**config.mk**
```make
export PLATFORM = sky130hd
export DESIGN_NAME = find_top_bottom
export DESIGN_NICKNAME = d
export VERILOG_FILES = /design/src/rtl/find_top_bottom.sv
export SDC_FILE = /design/constraint.sdc
export NUM_CORES = 1
export LEC_CHECK = 0
export CORE_ASPECT_RATIO = 0.7
export CORE_UTILIZATION = 56
export DETAILED_ROUTE_END_ITERATION = 6
export GPL_ROUTABILITY_DRIVEN = 0
export PLACE_DENSITY = 0.84
export SETUP_SLACK_MARGIN = 0.1
export SLEW_MARGIN = 20
export SYNTH_ARGS = -nofsm -noshare
export SYNTH_HDL_FRONTEND = slang
export SYNTH_SLANG_ARGS = --single-unit
```
**constraint.sdc**
```tcl
create_clock -name clk -period 6.4 [get_ports clk]
set_input_delay 0.64 -clock clk [delete_from_list [all_inputs] [get_ports clk]]
set_output_delay 0.64 -clock clk [all_outputs]
set_load 0.005 [all_outputs]
```
**src/rtl/find_top_bottom.sv**
```systemverilog
// Finds the topmost bright pixel (mostTop, seed column midPix) of a small image, then
// walks down that column to find mostBottom. Optional macro MIDPOINT_REFINE_EN centres midPix on the top run.
module find_top_bottom #(
  parameter int X_RES     = 6,
  parameter int Y_RES     = 6,
  parameter int XSZ       = 3,
  parameter int YSZ       = 3,
  parameter int ADDR_SZ   = 6,
  parameter int COL_SZ    = 3,
  parameter int THRESHOLD = 0
) (
  input  logic               clk,
  input  logic               reset,
  input  logic               start,
  output logic [ADDR_SZ-1:0] mem_address,
  input  logic [COL_SZ-1:0]  pixVal,
  output logic [YSZ-1:0]     mostTop,
  output logic [YSZ-1:0]     mostBottom,
  output logic [XSZ-1:0]     midPix,
  output logic               TopandBottomFound,
  output logic               noStar,
  output logic               busy
);

`ifdef MIDPOINT_REFINE_EN
  typedef enum logic [3:0] {
    IDLE, ROW_RD, ROW_CHK, RUN_RD, RUN_CHK, COL_RD, COL_CHK, DONE_PULSE, DONE_HOLD, NOSTAR
  } state_t;
`else
  typedef enum logic [3:0] {
    IDLE, ROW_RD, ROW_CHK, COL_RD, COL_CHK, DONE_PULSE, DONE_HOLD, NOSTAR
  } state_t;
`endif

  localparam logic [XSZ-1:0]     XMAX  = XSZ'(X_RES - 1);
  localparam logic [YSZ-1:0]     YMAX  = YSZ'(Y_RES - 1);
  localparam logic [ADDR_SZ-1:0] XRESA = ADDR_SZ'(X_RES);

  state_t         state_q;
  logic [XSZ-1:0] x_q;
  logic [YSZ-1:0] y_q;
  logic [YSZ-1:0] mostTop_q;
  logic [YSZ-1:0] mostBottom_q;
  logic [XSZ-1:0] midPix_q;
  logic           pulse_q;
  logic           noStar_q;

  logic           bright_d;
  logic [XSZ-1:0] xSel_d;

  assign bright_d = pixVal > COL_SZ'(THRESHOLD);
  // The column walk addresses the seed column rather than the row-scan x counter.
  assign xSel_d = (state_q == COL_RD || state_q == COL_CHK) ? midPix_q : x_q;
  assign mem_address = ADDR_SZ'(y_q) * XRESA + ADDR_SZ'(xSel_d);

`ifdef MIDPOINT_REFINE_EN
  logic [XSZ-1:0] runEnd_d;
  logic [XSZ-1:0] midRef_d;
  assign runEnd_d = bright_d ? x_q : x_q - XSZ'(1);
  assign midRef_d = XSZ'(({1'b0, midPix_q} + {1'b0, runEnd_d}) >> 1);
`endif

  assign mostTop           = mostTop_q;
  assign mostBottom        = mostBottom_q;
  assign midPix            = midPix_q;
  assign TopandBottomFound = pulse_q;
  assign noStar            = noStar_q;
  assign busy              = !(state_q == IDLE || state_q == DONE_HOLD || state_q == NOSTAR);

  always_ff @(posedge clk or posedge reset) begin
    if (reset) begin
      state_q      <= IDLE;
      x_q          <= '0;
      y_q          <= '0;
      mostTop_q    <= '0;
      mostBottom_q <= '0;
      midPix_q     <= '0;
      pulse_q      <= 1'b0;
      noStar_q     <= 1'b0;
    end else begin
      pulse_q <= 1'b0;
      case (state_q)
        IDLE, DONE_HOLD, NOSTAR: begin
          if (start) begin
            x_q      <= '0;
            y_q      <= '0;
            noStar_q <= 1'b0;
            state_q  <= ROW_RD;
          end
        end
        ROW_RD: state_q <= ROW_CHK;
        ROW_CHK: begin
          if (bright_d) begin
            mostTop_q <= y_q;
            midPix_q  <= x_q;
`ifdef MIDPOINT_REFINE_EN
            if (x_q != XMAX) begin
              x_q     <= x_q + XSZ'(1);
              state_q <= RUN_RD;
            end else if (y_q == YMAX) begin
              mostBottom_q <= y_q;
              state_q      <= DONE_PULSE;
            end else begin
              y_q     <= y_q + YSZ'(1);
              state_q <= COL_RD;
            end
`else
            // A shape starting on the last row has no column below it to read.
            if (y_q == YMAX) begin
              mostBottom_q <= y_q;
              state_q      <= DONE_PULSE;
            end else begin
              y_q     <= y_q + YSZ'(1);
              state_q <= COL_RD;
            end
`endif
          end else if (x_q != XMAX) begin
            x_q     <= x_q + XSZ'(1);
            state_q <= ROW_RD;
          end else if (y_q != YMAX) begin
            x_q     <= '0;
            y_q     <= y_q + YSZ'(1);
            state_q <= ROW_RD;
          end else begin
            noStar_q <= 1'b1;
            state_q  <= NOSTAR;
          end
        end
`ifdef MIDPOINT_REFINE_EN
        RUN_RD: state_q <= RUN_CHK;
        RUN_CHK: begin
          if (bright_d && x_q != XMAX) begin
            x_q     <= x_q + XSZ'(1);
            state_q <= RUN_RD;
          end else begin
            midPix_q <= midRef_d;
            if (mostTop_q == YMAX) begin
              mostBottom_q <= mostTop_q;
              state_q      <= DONE_PULSE;
            end else begin
              y_q     <= mostTop_q + YSZ'(1);
              state_q <= COL_RD;
            end
          end
        end
`endif
        COL_RD: state_q <= COL_CHK;
        COL_CHK: begin
          if (!bright_d) begin
            mostBottom_q <= y_q - YSZ'(1);
            state_q      <= DONE_PULSE;
          end else if (y_q == YMAX) begin
            mostBottom_q <= YMAX;
            state_q      <= DONE_PULSE;
          end else begin
            y_q     <= y_q + YSZ'(1);
            state_q <= COL_RD;
          end
        end
        DONE_PULSE: begin
          pulse_q <= 1'b1;
          state_q <= DONE_HOLD;
        end
        default: state_q <= IDLE;
      endcase
    end
  end

endmodule

```
==> flow_summary.ini, run 1 <==
[placement]
dpl_cell_area_sq_mm = 0.001600
placement.io_buffers = 23
hpwlAfterDp_microns = 2316

[clock_network]
cts_tree = yes
cts_buffers = 3
htree_levels = 1
cts_resized = 0
cts_sinks = 20
cts_buffer_depth = 2
hold_buffers = 0
post_cts_buffers = 0
clkTransAtPathRegs_ns = 0.12
worstSkewPairLatency_ns = 0.31
cts_root_buffer = clkbuf_4

[logic_synthesis]
synth_edf_count = 0
synthCells = 145
synth_area_leaders = dfrtp_1 37%, mux2_2 8.3%, ha_1 6.5%
syn-mean-instance-area_sq_um = 9.337
synth_common_cells = 20 x dfrtp_1, 15 x nand2_1, 11 x o21ai_0
ys_types = 42
synth_nets = 160
yosysTopAreaCellShare = 0.3697
synth_area_sq_mm = 0.001354
ys_ff_latch = 20
ys_seq_area_frac = 0.3697
async_flop_share = 1.000
yosys.area.top_type = dfrtp_1
yosysMostFrequentCell = dfrtp_1
synth_flop_cell = dfrtp_1
yosys_warnings = 0

[critical_path]
cp_max_fo = 15
crit_required_ns = 5.76
endpoint_kind = output port
critPathLaunchType = flop
worstSetupPathType = reg2out
cp.arrival_ns = 3.35

[worst_hold_path]
hp-class = reg2reg

[global_route]
grt.overflow.total = 0
antenna_found_initial = 0
grt_pass1_wl_microns = 4954
grt_max_degree = 21
track_usage = 0.2613
first_global_vias = 1044

[final_layout]
nNetsFinal = 183
n_fill_cell = 158
layout-drive-gt1-share = 0.1257
diodes = 0
area_delta_synth_final_pct = 22.09
finalInstanceArea_sq_mm = 0.001653

[route]
routedWlPerCell_microns = 15.08
drt-initial-drc-count = 119
drtAntennaViolNets = 0
drcViolationCount = 0
vias = 1170
viasPerCell = 5.879
wl_microns = 3000
firstDrtPassIters = 4

[floorplan]
die_w_microns = 60.77
initial_utilization = 0.6134
coreArea_sq_mm = 0.002207
core.rowCount = 14
pin_count = 24
dieArea_sq_mm = 0.002621
chipHeight_microns = 43.14

[sta]
setup_viol = 0
period_needed_ns = 3.993
fmax_ghz = 0.2505
hold_viol_final = 0
fin_crit_sh = 0.6239
maxSlewViolCount = 0
grt_setup_unrepaired = no
setup_tns_ns = 0
skew_ns = 0.007135
slew_headroom = 0.4896
tightest_slew_ns = 0.7648

[pwr]
p_leak_nw = 0.7038
ir_drop_uv = 256.5
power_density_mw_per_mm2 = 445.7

[flow_run]
cap_violations = 0

[outcome]
status = complete, no violations
## kinds of logic (layout without fill, tap and decap cells)
family,count (synthesis),in the layout,synth area share
buf+inv,14,36,0.04251
flops,20,20,0.3697
fa+ha+maj,9,9,0.09427
xor+xnor,5,5,0.03235
simple gates,48,48,0.1895
compound gates,39,39,0.1885
mux,10,10,0.08318
## cell type report
class / instances / area [sq um] / area share
Multi-Input combinational cell: 111 / 795.8 / 0.4815
Sequential cell: 20 / 500.5 / 0.3028
Timing Repair Buffer: 23 / 230.2 / 0.1393
Tap cell: 32 / 40.04 / 0.02422
Inverter: 9 / 33.78 / 0.02044
Clock inverter: 1 / 30.03 / 0.01817
Clock buffer: 3 / 22.52 / 0.01363
## power breakdown
group | internal, mW | switching, mW | leakage [nW]
clock network | 0.0634 | 0.0402 | 0.0279
logic | 0.220 | 0.188 | 0.409
registers | 0.163 | 0.0618 | 0.267
total | 0.446 | 0.290 | 0.704
## per-stage QoR
step                setup WS (ns)  power, mW    util  cells  hold WS, ns
finish                      2.407     0.7366  0.7489    199       0.4953
detailed placement          2.806     0.6280  0.7251    195       0.4746
CTS                         2.445     0.7331  0.7489    199       0.5017
global route                2.240     0.7936  0.7489    199       0.5210
floorplan                   3.671     0.4680       -    145       0.4733
global placement            2.932     0.6098  0.7251    195       0.4622
## state kept, by name, indices dropped and copies added (netlist names)
signal             count
TopandBottomFound      1
midPix                 3
mostBottom             3
mostTop                3
noStar                 1
state_q                3
x_q                    3
y_q                    3
## critical path: stages, from the launching register on
cell and delay, ns:
dfrtp_1 0.58, and2b_1 0.28, nand2b_1 0.17, o21ai_0 0.21, mux2_2 0.28, ha_1 0.16, inv_1 0.05, fa_1 0.41
nor3b_1 0.27, xnor2_1 0.14, clkdlybuf4s50_1 0.51
## cell usage in the layout (no fill, tap or decap), types with 2 or more instances in the layout
cell type	count
and2_1	4
clkbuf_4	3
nor3_1	3
nor2_1	8
a22o_1	2
a21oi_1	7
or3_1	2
fa_1	2
mux2_2	10
nand3_1	3
xnor2_1	4
inv_1	9
nor2b_1	2
o211ai_1	2
nor3b_1	3
nand2b_1	2
clkdlybuf4s50_1	23
nand2_1	15
a31oi_1	2
dfrtp_1	20
o21ai_0	11
o22ai_1	3
ha_1	7
## routing by layer
metal / global-route usage / vias up / share of wire
li1: - / 559 / -
met1: 0.3596 / 538 / 0.45
met2: 0.4088 / 60 / 0.45
met3: 0.07927 / 13 / 0.085
met4: 0.04545 / 0 / 0.017
met5: 0 / - / 0
## final timing paths
kind	startpoint	to	slack, ns	cells past startpoint
max	state_q[1]	mem_address[5]	2.41	10
min	mostTop[1]	mostTop[1]	0.50	2
max reg2reg	y_q[1]	mostBottom[2]	4.46	7
min reg2reg	mostTop[1]	mostTop[1]	0.50	2
max in group asynchronous	reset	y_q[1]	5.16	2
min in group asynchronous	reset	mostTop[1]	0.75	2
(Power assumes the default switching activity.)
==> inputs of run 2 (changes only) <==
- CORE_UTILIZATION: 56 -> 47
- PLACE_DENSITY: 0.84 -> 0.75
- clock period: 6.4 -> 3.63 ns (I/O delays scaled with it)
==> run 2 against run 1 <==
Against the previous run: critical path depth did not move; final cell count rose by 2.5%; clock power rose by 110%; register-to-register slack got worse by 2.8 ns; total power rose by 89%; global-route usage fell by 3.8 points; sequential share of layout area fell by 0.84 points; routed wire length rose by 5.9%; sequential cell count did not move; hold slack got worse by 0.0046 ns; first-iteration DRC count fell by 26%; largest cell class unchanged.
==> flow_summary.ini, run 2 (synthesis results as in run 1) <==
[outcome]
status = complete, no violations

[critical_path]
reg2reg_to = mostBottom[0]
critPathLaunchType = flop
worstSetupPathType = reg2out
crit_required_ns = 3.27
slowest_delay_ns = 0.51
cp_max_fo = 15
cp.arrival_ns = 3.00
endpoint_kind = output port
cpMaxStageDelayCell = clkdlybuf4s50_1
rr_startpoint = y_q[1]
rr_worst_depth = 7
rrSetupSlack_ns = 1.68
cp_cell_sequence = and2b_1, nand2b_4, o21ai_1, mux2_2, ha_1, inv_1, fa_1, nor3b_2, xnor2_1, clkdlybuf4s50_1

[final_layout]
finalInstanceArea_sq_mm = 0.001713
n_fill_cell = 204
diodes = 0
seqCellArea_sq_um = 504.2
multi_input_area_sq_um = 808.3
area_delta_synth_final_pct = 26.52
instances_no_fill = 204
nNetsFinal = 186
layout_commonest_cell = clkdlybuf4s50_1
layout_common_cells = 23 x clkdlybuf4s50_1, 17 x dfrtp_1, 15 x nand2_1
layout-drive-gt1-share = 0.1706
final_util = 0.6614

[placement]
dp.cells = 197
hpwlAfterDp_microns = 2311
dpl_cell_area_sq_mm = 0.001603
placement.io_buffers = 23
dp_slack_ns = 0.3087

[route]
routedWlPerCell_microns = 15.57
wl_microns = 3176
viasPerCell = 5.946
firstDrtPassIters = 4
vias = 1213
drtAntennaViolNets = 0
drt-initial-drc-count = 88
drcViolationCount = 0

[sta]
period_needed_ns = 3.362
grt_setup_unrepaired = no
worst_slack_ns = 0.2679
setup_tns_ns = 0
hold_viol_final = 0
setup_viol = 0
whs_ns = 0.4907
fmax_ghz = 0.2974
slew_headroom = 0.5040
skew_ns = 0.003681
fin_crit_sh = 0.9262
maxSlewViolCount = 0
tightest_slew_ns = 0.7384

[global_route]
grt.overflow.total = 0
grt_max_degree = 21
antenna_found_initial = 0
grt_pass1_wl_microns = 5050
first_global_vias = 1124
track_usage = 0.2229

[worst_hold_path]
hp-start = mostTop[0]
hold_end = mostTop[0]
hold_path_depth = 2
hp-class = reg2reg

[floorplan]
dieArea_sq_mm = 0.003103
chipHeight_microns = 46.91
pin_count = 24
die_w_microns = 66.15
initial_utilization = 0.5227
core.rowCount = 15
coreArea_sq_mm = 0.002590

[clock_network]
cts_tree = yes
htree_levels = 1
cts_root_buffer = clkbuf_8
worstSkewPairLatency_ns = 0.26
clkTransAtPathRegs_ns = 0.07
cts_buffers = 3
cts_buffer_depth = 2
hold_buffers = 0
cts_sinks = 20

[flow_run]
cap_violations = 0

[pwr]
ir_drop_uv = 549.9
power.total_mw = 1.391
power_density_mw_per_mm2 = 812.1
p_leak_nw = 0.7285
==> run 2: cell count changes in the layout (fill, tap and decap cells not counted), moves of 3 or more <==
cell and change:
dfrtp_2 +3, dfrtp_1 -3, buf_4 +3, clkbuf_8 +3, clkbuf_4 -3
==> run 2: cell type report <==
cell class	instances	share of cell area
Sequential cell	20	0.2944
Timing Repair Buffer	26	0.1476
Tap cell	34	0.02484
Inverter	9	0.01972
Clock buffer	3	0.02411
Multi-Input combinational cell	111	0.4719
Clock inverter	1	0.01753
==> run 2: where the power goes <==
part / switching, mW / internal [mW] / total (mW)
Clock: 0.0717 / 0.147 / 0.219
Combinational: 0.360 / 0.418 / 0.778
Sequential: 0.103 / 0.291 / 0.394
==> run 2: repair_timing <==
action                                  in CTS  in global routing
endpoints found under the setup margin       1                  1
cloned                                       0                  0
setup buffers                                0                  3
pin swaps                                    0                  0
resized for setup                            2                  4
==> run 2: critical path, delay by kind of cell, from the launching register on <==
kind,cells,cell delay (ns)
AND/OR/NAND/NOR,3,0.62
adder cells (fa/ha/maj),2,0.58
buffers and inverters,2,0.57
flip-flops,1,0.50
multiplexers,1,0.20
AO/OA/AOI/OAI,1,0.14
XOR/XNOR,1,0.13
==> run 2: routing by layer <==
| layer | share of wire | global-route usage | vias to the layer above |
|---|---|---|---|
| li1 | - | - | 569 |
| met1 | 0.43 | 0.2782 | 546 |
| met3 | 0.086 | 0.07524 | 23 |
| met2 | 0.44 | 0.3633 | 75 |
| met4 | 0.040 | 0.09362 | 0 |
| met5 | 0 | 0 | - |
==> run 2: how the worst max path moves through the flow <==
stage / startpoint / to / slack (ns) / depth (start not counted)
after floorplan: state_q[2] / mem_address[5] / 1.18 / 9
final: state_q[2] / mem_address[5] / 0.27 / 10
after global placement: state_q[1] / mem_address[5] / 0.44 / 10
after detailed placement: state_q[1] / mem_address[5] / 0.31 / 10
after CTS: state_q[1] / mem_address[5] / 0.11 / 10
after global routing: state_q[2] / mem_address[5] / 0.12 / 10
==> inputs of run 3 (changes only) <==
- CORE_MARGIN: default -> 5
==> run 3 against run 2 <==
Against the previous run: sequential cell count unchanged; die area up 31%; global-route usage down 5.2 points; utilization fell by 3.9 points; final area is 1.0% higher; routed wire length is 3.7% higher; sequential power fell by 3%; worst setup slack barely moved; count of clock-buffer cells in the layout unchanged; total power about the same; first-iteration DRC count fell by 20%; via count decreased by 2.4%; critical endpoint unchanged.
==> flow_summary.ini, run 3 (synthesis results as in run 1) <==
[clock_network]
cts_tree = yes
worstSkewPairLatency_ns = 0.27
cts_buffers = 3
htree_levels = 1
cts_buffer_depth = 2
cts_sinks = 20
clkTransAtPathRegs_ns = 0.08
cts_root_buffer = clkbuf_8
hold_buffers = 0

[pwr]
p_int_mw = 0.8592
power.switching_mw = 0.5325
seq_power_share = 0.274
ir_drop_uv = 388.8
p_comb_frac = 0.564
clkPwrFrac = 0.162
p_leak_nw = 0.7400
netSwitchingFraction = 0.3826
power_density_mw_per_mm2 = 804.3

[sta]
skew_ns = 0.003486
hold_viol_final = 0
slew_headroom = 0.4604
fmax_ghz = 0.2974
setup_viol = 0
period_needed_ns = 3.362
grt_setup_unrepaired = no
tightest_slew_ns = 0.8032
setup_tns_ns = 0
maxSlewViolCount = 0
fin_crit_sh = 0.9263
whs_ns = 0.4831

[final_layout]
layout_common_cells = 23 x clkdlybuf4s50_1, 18 x dfrtp_1, 15 x nand2_1
multi_input_area_sq_um = 809.5
n_fill_cell = 226
seqCellArea_sq_um = 503.0
area_delta_synth_final_pct = 27.82
diodes = 0
layout-drive-gt1-share = 0.1802
layout_commonest_cell = clkdlybuf4s50_1
nNetsFinal = 188

[outcome]
status = complete, no violations

[critical_path]
critPathLaunchType = flop
cpMaxStageDelayCell = clkdlybuf4s50_1
path_buf_inv = 2
worstSetupPathType = reg2out
cp.arrival_ns = 3.00
cp_cell_sequence = and2b_2, nand2b_4, o21ai_0, mux2_2, ha_1, inv_1, fa_1, nor3b_2, xnor2_1, clkdlybuf4s50_1
crit_required_ns = 3.27
cp_max_fo = 9
slowest_delay_ns = 0.53
endpoint_kind = output port
crit_family = buffers and inverters

[route]
vias = 1184
drcViolationCount = 0
routedWlPerCell_microns = 15.84
wl_microns = 3294
drtAntennaViolNets = 0
firstDrtPassIters = 4
drt-initial-drc-count = 70
viasPerCell = 5.692

[global_route]
grt_pass1_wl_microns = 5140
antenna_found_initial = 0
first_global_vias = 1112
grt_max_degree = 21
met2_usage = 0.2809
use_met1 = 0.2292
track_usage = 0.1713
grt.overflow.total = 0
grt-busiest-layer = met2
grt_use_met3 = 0.04693

[floorplan]
core.rowCount = 16
dieArea_sq_mm = 0.004071
die_w_microns = 74.15
chipHeight_microns = 54.91
pin_count = 24
coreArea_sq_mm = 0.002783
initial_utilization = 0.4865

[placement]
placement.io_buffers = 23
hpwlAfterDp_microns = 2407

[worst_hold_path]
hp-class = reg2reg

[flow_run]
cap_violations = 0
[run 3: changes by cell type in the layout (fill, tap and decap cells not counted), sizes merged]
cell  previous run  this run
buf              3         5
[run 3: final timing paths]
check,start,end,slack (ns),cells after the start
min in group asynchronous,reset,mostTop[0],0.55,2
max,state_q[2],mem_address[5],0.27,10
min reg2reg,mostTop[1],mostTop[1],0.48,2
max in group asynchronous,reset,state_q[2],2.53,2
max reg2reg,y_q[1],mostBottom[0],1.64,7
min,mostTop[1],mostTop[1],0.48,2
[run 3: metrics by stage]
step,util,setup WS (ns),cell area [sq um],total power [mW],cells
after floorplan,-,1.178,1354,0.8252,145
after global placement,0.5796,0.4616,1613,1.095,200
after detailed placement,0.5796,0.3611,1613,1.119,200
after CTS,0.6057,0.1116,1685,1.349,204
after global routing,0.6219,0.1121,1730,1.501,208
final,0.6219,0.2676,1730,1.392,208
[run 3: timing repair]
action	CTS	global route
resized for setup	1	4
hold endpoints to repair	0	0
buffers inserted	0	4
setup endpoints to repair	1	1
[run 3: cell type report]
cell class	count	area share
clock inverter	1	0.01735
multi-input combinational	111	0.4678
timing repair buffer	28	0.1547
sequential	20	0.2907
tap	36	0.02603
inverter	9	0.01952
clock buffer	3	0.02386
[run 3: layer usage]
layer,share of wire,vias up
li1,-,569
met1,0.45,564
met2,0.47,45
met3,0.070,6
met4,0.011,0
met5,0,-
[run 3: power by group through the flow]
stage	Clock [mW]	Sequential, mW	Combinational, mW
3_5_place_dp	0	0.386	0.734
2_1_floorplan	0	0.347	0.479
5_1_grt	0.236	0.393	0.872
4_1_cts	0.228	0.383	0.738
6_report	0.226	0.382	0.784
3_3_place_gp	0	0.380	0.715
[run 3: tightest hold or removal path: cells and delay by family, from the launching register on]
family           cells  cell delay [ns]
flip-flops           1             0.34
AO/OA/AOI/OAI        1             0.06
AND/OR/NAND/NOR      1             0.05
